### config.mk
export PLATFORM = sky130hd
export DESIGN_NAME = hilo_div_sequencer
export DESIGN_NICKNAME = d
export VERILOG_FILES = /design/src/rtl/hilo_div_sequencer.sv
export SDC_FILE = /design/constraint.sdc
export NUM_CORES = 1
export LEC_CHECK = 0
export CAP_MARGIN = 20
export CORE_ASPECT_RATIO = 0.6
export CORE_MARGIN = 2
export CORE_UTILIZATION = 54
export DETAILED_ROUTE_END_ITERATION = 10
export PLACE_DENSITY = 0.88
export REMOVE_ABC_BUFFERS = 1
export SETUP_SLACK_MARGIN = 0.15
export SLEW_MARGIN = 20
export SYNTH_ARGS = -nofsm -noshare
export SYNTH_HDL_FRONTEND = slang
export SYNTH_SLANG_ARGS = --single-unit
### constraint.sdc
create_clock -name clk -period 8.04 [get_ports clk]
set_input_delay 1.608 -clock clk [delete_from_list [all_inputs] [get_ports clk]]
set_output_delay 1.608 -clock clk [all_outputs]
set_load 0.01 [all_outputs]
### src/rtl/hilo_div_sequencer.sv
// hilo_div_sequencer: multi-cycle unsigned restoring divider feeding HI/LO.
// A divide runs one shift-subtract step per cycle, then commits
// remainder->HI and quotient->LO. The pipeline is stalled while a
// second DIVU or an MFHI/MFLO waits on a divide that is in flight.
module hilo_div_sequencer #(
  parameter int DIV_W = 32
) (
  input  logic             clk,
  input  logic             rst,
  input  logic             start,
  input  logic [DIV_W-1:0] dividend,
  input  logic [DIV_W-1:0] divisor,
  input  logic             flush,
  input  logic             hilo_rd,
  output logic             busy,
  output logic             stall,
  output logic [DIV_W-1:0] hi,
  output logic [DIV_W-1:0] lo,
  output logic             div_zero
);
  localparam int CW = $clog2(DIV_W) + 1;

  typedef enum logic [1:0] {IDLE, RUN, DONE} state_t;

  state_t           state, state_nx;
  logic [CW-1:0]    cnt;
  logic [DIV_W-1:0] rem, quo, dvs;
  logic [DIV_W:0]   trial;
  logic             ge;
  logic [DIV_W-1:0] rem_nx;
  logic             last_step;

  // One restoring step: shift the quotient MSB into the partial remainder,
  // then subtract the divisor if it fits. The extra trial bit keeps the
  // comparison exact when the shifted remainder overflows DIV_W bits.
  assign trial     = {rem, quo[DIV_W-1]};
  assign ge        = trial >= {1'b0, dvs};
  assign last_step = (cnt == CW'(DIV_W - 1));

  // Remainder update for the current step (a zero divisor always "fits",
  // which yields an all-ones quotient and the dividend as remainder).
  always_comb begin
    rem_nx = trial[DIV_W-1:0];
    if (ge) rem_nx = DIV_W'(trial - {1'b0, dvs});
  end

  // State register.
  always_ff @(posedge clk or posedge rst) begin
    if (rst) state <= IDLE;
    else     state <= state_nx;
  end

  // Next-state logic; flush wins over start and aborts any in-flight divide.
  always_comb begin
    state_nx = state;
    case (state)
      IDLE:    if (start && !flush) state_nx = RUN;
      RUN:     if (flush) state_nx = IDLE;
               else if (last_step) state_nx = DONE;
      DONE:    state_nx = IDLE;
      default: state_nx = IDLE;
    endcase
  end

  // Datapath: operand capture, iteration, and HI/LO commit.
  always_ff @(posedge clk or posedge rst) begin
    if (rst) begin
      cnt      <= '0;
      rem      <= '0;
      quo      <= '0;
      dvs      <= '0;
      hi       <= '0;
      lo       <= '0;
      div_zero <= 1'b0;
    end else begin
      case (state)
        IDLE: if (start && !flush) begin
          rem <= '0;
          quo <= dividend;
          dvs <= divisor;
          cnt <= '0;
        end
        RUN: if (!flush) begin
          rem <= rem_nx;
          quo <= {quo[DIV_W-2:0], ge};
          cnt <= cnt + CW'(1);
        end
        DONE: if (!flush) begin
          hi       <= rem;
          lo       <= quo;
          div_zero <= (dvs == '0);
        end
        default: ;
      endcase
    end
  end

  assign busy  = (state != IDLE);
  assign stall = busy && (hilo_rd || start);

endmodule

; ---- Yosys cells after proc, flatten, opt, wreduce, memory -nomap -nowiden
; Cells that the tools add are included.
[totals]
reg_bits = 169
in_bits = 69
output_inout_bits = 67
wordCells = 44
[op_classes]
addsub = 2
order_cmp = 1
n_eq_ne = 6
n_mux = 14
bitwise_logic = 1
reduce_logical = 12
[op_table]
columns = cell, n
row1 = $mux W32, 5
row2 = $pmux W32 S2, 2
row3 = $ge A33 B32 Y1, 1
row4 = $logic_not A32 Y1, 1
row5 = $sub A32 B32 Y32, 1
row6 = $mux W6, 2
row7 = $pmux W6 S2, 1
row8 = $add A6 B1 Y6 const B, 1
row9 = $eq A6 B5 Y1 const B, 1
row10 = $mux W2, 3
row11 = $reduce_and A2 Y1, 3
row12 = $ne A2 B2 Y1 const B, 2
row13 = $pmux W2 S2, 1
row14 = $reduce_bool A2 Y1, 2
row15 = $ne A3 B3 Y1 const B, 1
row16 = $reduce_and A3 Y1, 1
row17 = $eq A2 B1 Y1 const B, 1
row18 = $eq A2 B2 Y1 const B, 1
row19 = $logic_and A1 B1 Y1, 2
row20 = $logic_not A2 Y1, 1
row21 = $logic_not A1 Y1, 1
row22 = $logic_or A1 B1 Y1, 1
row23 = $not A1 Y1, 1

; ---- Depth between registers and ports, before layout
; Gate-level depths: netlist of run 1.
[logic_depth]
depth_word = 4
ltp_mapped = 13
mapped_depth_nobuf = 11

; ---- Least setup slack after synthesis of run 1
; No wires, ideal clock.
[synth_path]
kind = input -> output
start = input start
end = output stall
arrival_time_ns = 1.804
required_ns = 6.432
slack_ns = 4.628
path_stages = 1
path_buffers = 0
path_cell_list = o21a_1
[synth_via]
elab_chain_cells = 2
[synth_rtl]
columns = item, line
row1 = "start, declared", 10  ; input logic start,
row2 = $logic_or A1 B1 Y1, 99  ; assign stall = busy && (hilo_rd || start);
row3 = $logic_and A1 B1 Y1, 99
row4 = "end, declared", 16  ; output logic stall,
; Every way passes these cells.

; ---- Worst setup path in the final report of run 1
; Ends and elaborated chain as after synthesis.

==> flow_metrics.env, run 1 <==
export IMPL_final_cells=1219
export IMPL_drt_iter0_markers=741
export IMPL_r2r_end="rem[23]"
export IMPL_grt_usage_pct=26.8
export IMPL_ir_drop_mv=0.171
export IMPL_setup_violations=0
export IMPL_drtAntennaViolNets=0
export IMPL_hold_violations=0
export IMPL_rows=35
export IMPL_gp_congestion=0.946
export IMPL_hold_start="quo[13]"
export IMPL_crit_path_max_fanout=2
export IMPL_r2r_setup_slack_ns=4.66
export IMPL_clk_latency_ns=0.44
export IMPL_cts_setup_buffers=0
export IMPL_num_vias=7296
export IMPL_start_kind="input port"
export IMPL_viasPerCell=5.99
export IMPL_end_kind="primary output"
export IMPL_hold_buffers=0
export IMPL_drt_first_pass_iters=5
export IMPL_synthCells=888
export IMPL_worstPathArrival_ns=2.73
export IMPL_grt_ovfl_total=0
export IMPL_yosysSeqAreaShare_pct=48.5
export IMPL_clock_skew_ns=0.0105
export IMPL_die_y_um=102
export IMPL_drv_cap=0
export IMPL_synth_edff_count=0
export IMPL_clk_pin_slew_worst_paths_ns=0.07
export IMPL_syn_area_um2=8710
export IMPL_max_slew_margin_rel_pct=40.3
export IMPL_setup_tns_ns=0
export IMPL_outcome="complete, no violations"
export IMPL_cts_tree="built"
export IMPL_coreArea_um2=15500
export IMPL_antenna_found_initial=0
export IMPL_avgSynthCellArea_um2=9.81
export IMPL_worstPathRequired_ns=6.43
export IMPL_async_flop_share_pct=100
export IMPL_min_period_ns=4.34
export IMPL_synth_ff_type="dfrtp_1"
export IMPL_port_buffers=135
export IMPL_htree_levels=4
export IMPL_fillers=1157
export IMPL_slew_viol_final=0
export IMPL_n_antenna_cell=0
export IMPL_io_pins=136
export IMPL_die_area_um2=17200
export IMPL_grt_max_degree=99
export IMPL_initial_core_util_pct=56.0
export IMPL_crit_path_start="start"
export IMPL_cp_endpoint="stall"
export IMPL_drc=0
export IMPL_area_growth_pct=23.7
export IMPL_cts_root_buf="clkbuf_16"
export IMPL_hold_ws_ns=0.505
export IMPL_drt_total_wl_um=22300
export IMPL_dp_worst_setup_slack_ns=3.70
export IMPL_seqCellArea_um2=4230
export IMPL_yosys_register_bits=169
export IMPL_clockBufferDepth=2
export IMPL_cts_resized=0
export IMPL_dp_cells=1187
export IMPL_powerDensity_nw_per_um2=272
export IMPL_yosysWarnings=0
export IMPL_p_leak_uw=0.00508
export IMPL_dp_hpwl_um=15300
export IMPL_die_w_um=168
export IMPL_synth_distinct_cells=57
export IMPL_tightest_slew_ns=0.895
export IMPL_grt_pass1_wl_um=36100
export IMPL_hold_path_class="flop to flop"
export IMPL_multiInputGateArea_um2=4140
export IMPL_crit_type="input port to primary output"
export IMPL_reg2reg_depth=9
export IMPL_wl_per_cell_um=18.3
export IMPL_cts_buffers=17
export IMPL_grt_pass1_vias=7001
export IMPL_layout_setup_ws_ns=3.70
export IMPL_drive_above_1_share_pct=12.2
export IMPL_cts_sinks=169
export IMPL_rsz0062_at_grt="no"
export IMPL_fin_crit_sh_pct=54.0
export IMPL_fin_util_pct=69.3
export IMPL_reg2reg_from="rem[13]"
export IMPL_max_freq_ghz=0.231
export IMPL_nNetsFinal=1106
## sequential cells by signal (all words and copies together), names as in the netlist
register  cells
dvs          32
hi           32
lo           32
quo          32
rem          32
cnt           6
state         2
div_zero      1
## per-layer routing
metal	part of all wire (%)	global-route usage, %
met1	45	39.4
met2	42	39.3
met3	11	7.63
met4	1.3	6.89
met5	0	0
## worst min path at each step
stage / endpoint / slack (ns) / depth (start not counted)
2_1_floorplan: state[1] / 0.45 / 1
3_3_place_gp: quo[10] / 0.48 / 2
3_5_place_dp: quo[7] / 0.49 / 2
4_1_cts: quo[22] / 0.51 / 2
5_1_grt: lo[15] / 0.52 / 1
6_report: quo[13] / 0.51 / 2
## metrics by stage
stage / power [µW] / cell area (µm²)
after floorplan: 1800 / 8500
after global placement: 2060 / 10200
after detailed placement: 2090 / 10200
after CTS: 2910 / 10800
after global routing: 3100 / 10800
final: 2930 / 10800
## cells by family (layout without fill, tap and decap cells)
kind of cell,after synthesis,after routing,synth area share [%]
adder cells (fa/ha/maj),34,34,4.97
AND/OR/NAND/NOR,312,312,16.3
flip-flops,169,169,48.5
buffers and inverters,90,218,4.28
multiplexers,68,68,8.76
XOR/XNOR,28,28,2.81
AO/OA/AOI/OAI,187,187,14.3
## layout by cell type, fill, tap and decap left out, types with 7 or more instances in the layout
cell type,Yosys,routed
dfrtp_1,169,169
nand2_1,158,158
clkdlybuf4s50_1,0,135
nand3_1,68,68
mux2_2,66,66
o21ai_0,51,51
inv_1,43,42
ha_1,33,33
a22oi_1,32,32
a21oi_1,32,32
nor2_1,27,25
xnor2_1,18,18
clkbuf_16,0,17
nand4_1,11,11
nor4_1,11,11
a21o_1,10,10
xor2_1,10,10
a32oi_1,10,10
and3_1,8,8
buf_4,0,8
o21ai_1,7,7
a211oi_1,7,7
nor3_1,7,7
## power breakdown
group	switching, µW	leakage, µW	internal (µW)	total (µW)
clock network	399	0.000280	415	815
registers	119	0.00225	972	1090
logic	645	0.00255	382	1030
## worst max-delay path: stages
cell and delay, ns:
clkdlybuf4s50_1 0.47, o21a_1 0.13, clkdlybuf4s50_1 0.53
## cell type report
cell class              instances  area share [%]
clock buffers                  17            3.95
repair buffers                143            13.1
clock inverters                15            1.45
well taps                     203            2.36
multi-input cells             629            38.4
flip-flops and latches        169            39.2
inverters                      43            1.54
## cells in the mapped netlist (all sizes together) (7+ instances only)
| master | number | area [µm²] |
|---|---|---|
| xnor2 | 18 | 158 |
| a21o | 10 | 75.1 |
| nor3 | 7 | 35.0 |
| nand2 | 158 | 593 |
| and3 | 8 | 50.1 |
| nand3 | 69 | 350 |
| o31ai | 7 | 66.3 |
| a32oi | 10 | 87.6 |
| o21ai | 58 | 290 |
| nor2 | 27 | 101 |
| a211oi | 7 | 52.6 |
| inv | 43 | 161 |
| nor4 | 11 | 68.8 |
| mux2 | 66 | 743 |
| nand4 | 11 | 68.8 |
| dfrtp | 169 | 4230 |
| a21oi | 33 | 169 |
| buf | 11 | 76.3 |
| a22oi | 32 | 240 |
| xor2 | 10 | 87.6 |
| ha | 33 | 413 |
| clkbuf | 36 | 135 |
No activity file was read; power rests on OpenSTA's default activity.
==> inputs of run 2 (changes only) <==
Settings changed: CORE_UTILIZATION 54 to 49, PLACE_DENSITY 0.88 to 0.85.
Clock period 8.04 ns to 3.9 ns, I/O delays scaled along.
==> run 2 against run 1 <==
Worst setup slack lost 3.0 ns. First-iteration DRC count shrank 2.2%. Clock skew is essentially flat. Wire length grew 3.1%. Non-clock buffer count grew 5. Critical path type is now flop to flop. Critical endpoint is now rem[24]. Largest cell class unchanged.
==> flow_metrics.env, run 2 (synthesized netlist as in run 1, its figures left out) <==
export IMPL_outcome="complete, no violations"
export IMPL_max_freq_ghz=0.308
export IMPL_die_w_um=176
export IMPL_fillers=1382
export IMPL_final_common_cell="dfrtp_1"
export IMPL_busiest_layer="met1"
export IMPL_cts_sinks=169
export IMPL_crit_type="flop to flop"
export IMPL_antenna_found_initial=0
export IMPL_layout_common_cells="dfrtp_1 (169), nand2_1 (158), clkdlybuf4s50_1 (135), nand3_1 (68), mux2_2 (66)"
export IMPL_coreArea_um2=17300
export IMPL_reg2reg_from="rem[13]"
export IMPL_port_buffers=135
export IMPL_rsz0062_at_grt="no"
export IMPL_die_area_um2=18900
export IMPL_fin_util_pct=63.0
export IMPL_met1_usage_pct=39.6
export IMPL_crit_path_max_fanout=14
export IMPL_cts_buffers=17
export IMPL_cts_root_buf="clkbuf_16"
export IMPL_min_to="state[1]"
export IMPL_cts_tree="built"
export IMPL_cts_setup_buffers=0
export IMPL_initial_core_util_pct=50.5
export IMPL_r2r_end="rem[24]"
export IMPL_reg2reg_depth=10
export IMPL_drv_cap=0
export IMPL_use_met2_pct=34.7
export IMPL_slew_viol_final=0
export IMPL_nNetsFinal=1111
export IMPL_p_sw_share_pct=39.7
export IMPL_gp_congestion=0.944
export IMPL_fin_total_pwr_uw=6100
export IMPL_fin_crit_sh_pct=83.2
export IMPL_power_share_sequential_pct=37.1
export IMPL_drtAntennaViolNets=0
export IMPL_worstPathArrival_ns=3.57
export IMPL_min_path_cells=1
export IMPL_hold_buffers=0
export IMPL_n_antenna_cell=0
export IMPL_drive_above_1_share_pct=12.5
export IMPL_end_kind="flop"
export IMPL_hold_path_class="flop to flop"
export IMPL_cts_resized=0
export IMPL_grt_pass1_wl_um=37400
export IMPL_tightest_slew_ns=0.962
export IMPL_clk_pin_slew_worst_paths_ns=0.08
export IMPL_die_y_um=107
export IMPL_p_comb_share_pct=35.7
export IMPL_setup_violations=0
export IMPL_io_pins=136
export IMPL_p_leak_uw=0.00512
export IMPL_drt_iter0_markers=725
export IMPL_max_slew_margin_rel_pct=35.9
export IMPL_p_int_uw=3680
export IMPL_grt_max_degree=100
export IMPL_clk_latency_ns=0.43
export IMPL_met3_usage_pct=6.57
export IMPL_powerDensity_nw_per_um2=560
export IMPL_drc=0
export IMPL_area_growth_pct=24.9
export IMPL_drt_total_wl_um=23000
export IMPL_min_period_ns=3.24
export IMPL_wl_per_cell_um=18.4
export IMPL_htree_levels=4
export IMPL_clock_skew_ns=0.0109
export IMPL_hold_violations=0
export IMPL_num_vias=7286
export IMPL_p_clk_share_pct=27.2
export IMPL_start_kind="flop"
export IMPL_hold_start="cnt[5]"
export IMPL_viasPerCell=5.81
export IMPL_rows=37
export IMPL_clockBufferDepth=2
export IMPL_ir_drop_mv=0.363
export IMPL_worstPathRequired_ns=4.23
export IMPL_dp_hpwl_um=16200
export IMPL_grt_ovfl_total=0
export IMPL_r2r_setup_slack_ns=0.66
export IMPL_drt_first_pass_iters=5
export IMPL_grt_pass1_vias=7069
export IMPL_p_switching_uw=2420
export IMPL_grt_usage_pct=25.2
[run 2: layer usage]
| metal | wire [µm] | part of all wire (%) | vias up |
|---|---|---|---|
| met5 | 0 | 0 | - |
| met1 | 11300 | 49 | 3567 |
| met4 | 129 | 0.56 | 0 |
| met3 | 2060 | 9.0 | 13 |
| met2 | 9510 | 41 | 311 |
| li1 | - | - | 3395 |
[run 2: critical path, stage by stage (launching register included)]
cell,delay [ns]
dfrtp_1,0.42
ha_1,0.42
a21oi_2,0.29
nor2_1,0.08
a211oi_1,0.41
nand3_2,0.25
a31oi_4,0.28
o211a_1,0.48
buf_4,0.29
a32oi_1,0.12
o31ai_1,0.10
[run 2: how the worst max path moves through the flow]
| stage | start | to | slack [ns] | depth (start not counted) |
|---|---|---|---|---|
| 6_report | rem[13] | rem[24] | 0.66 | 10 |
| 5_1_grt | rem[13] | rem[23] | 0.42 | 10 |
| 4_1_cts | rem[13] | rem[24] | 0.66 | 10 |
| 3_5_place_dp | flush | rem[31] | 0.57 | 5 |
| 3_3_place_gp | flush | rem[27] | 0.67 | 5 |
| 2_1_floorplan | flush | rem[25] | -6.14 | 3 |
[run 2: per-stage QoR]
| step | hold WS (ns) | instance area, µm² | std cells | worst slack, ns | setup TNS [ns] |
|---|---|---|---|---|---|
| after floorplan | 0.454 | 8500 | 841 | -6.14 | -868.56 |
| after global placement | 0.479 | 10300 | 1222 | 0.667 | 0 |
| after detailed placement | 0.488 | 10300 | 1222 | 0.570 | 0 |
| after CTS | 0.498 | 10900 | 1254 | 0.662 | 0 |
| after global routing | 0.520 | 10900 | 1255 | 0.417 | 0 |
| final | 0.496 | 10900 | 1255 | 0.657 | 0 |
[run 2: final cells by class]
class	instances	area [µm²]	area share [%]
clock inverters	15	155	1.43
inverters	43	166	1.53
clock buffers	17	425	3.91
flip-flops and latches	169	4230	38.8
repair buffers	148	1480	13.6
multi-input cells	629	4140	38.0
well taps	234	293	2.69
[run 2: power by group through the flow]
| stage | combinational (µW) | sequential, µW | clock, µW |
|---|---|---|---|
| global placement | 2080 | 2270 | 0 |
| finish | 2180 | 2260 | 1660 |
| global route | 2410 | 2290 | 1760 |
| floorplan | 1540 | 2180 | 0 |
| detailed placement | 2110 | 2280 | 0 |
| CTS | 2120 | 2250 | 1680 |
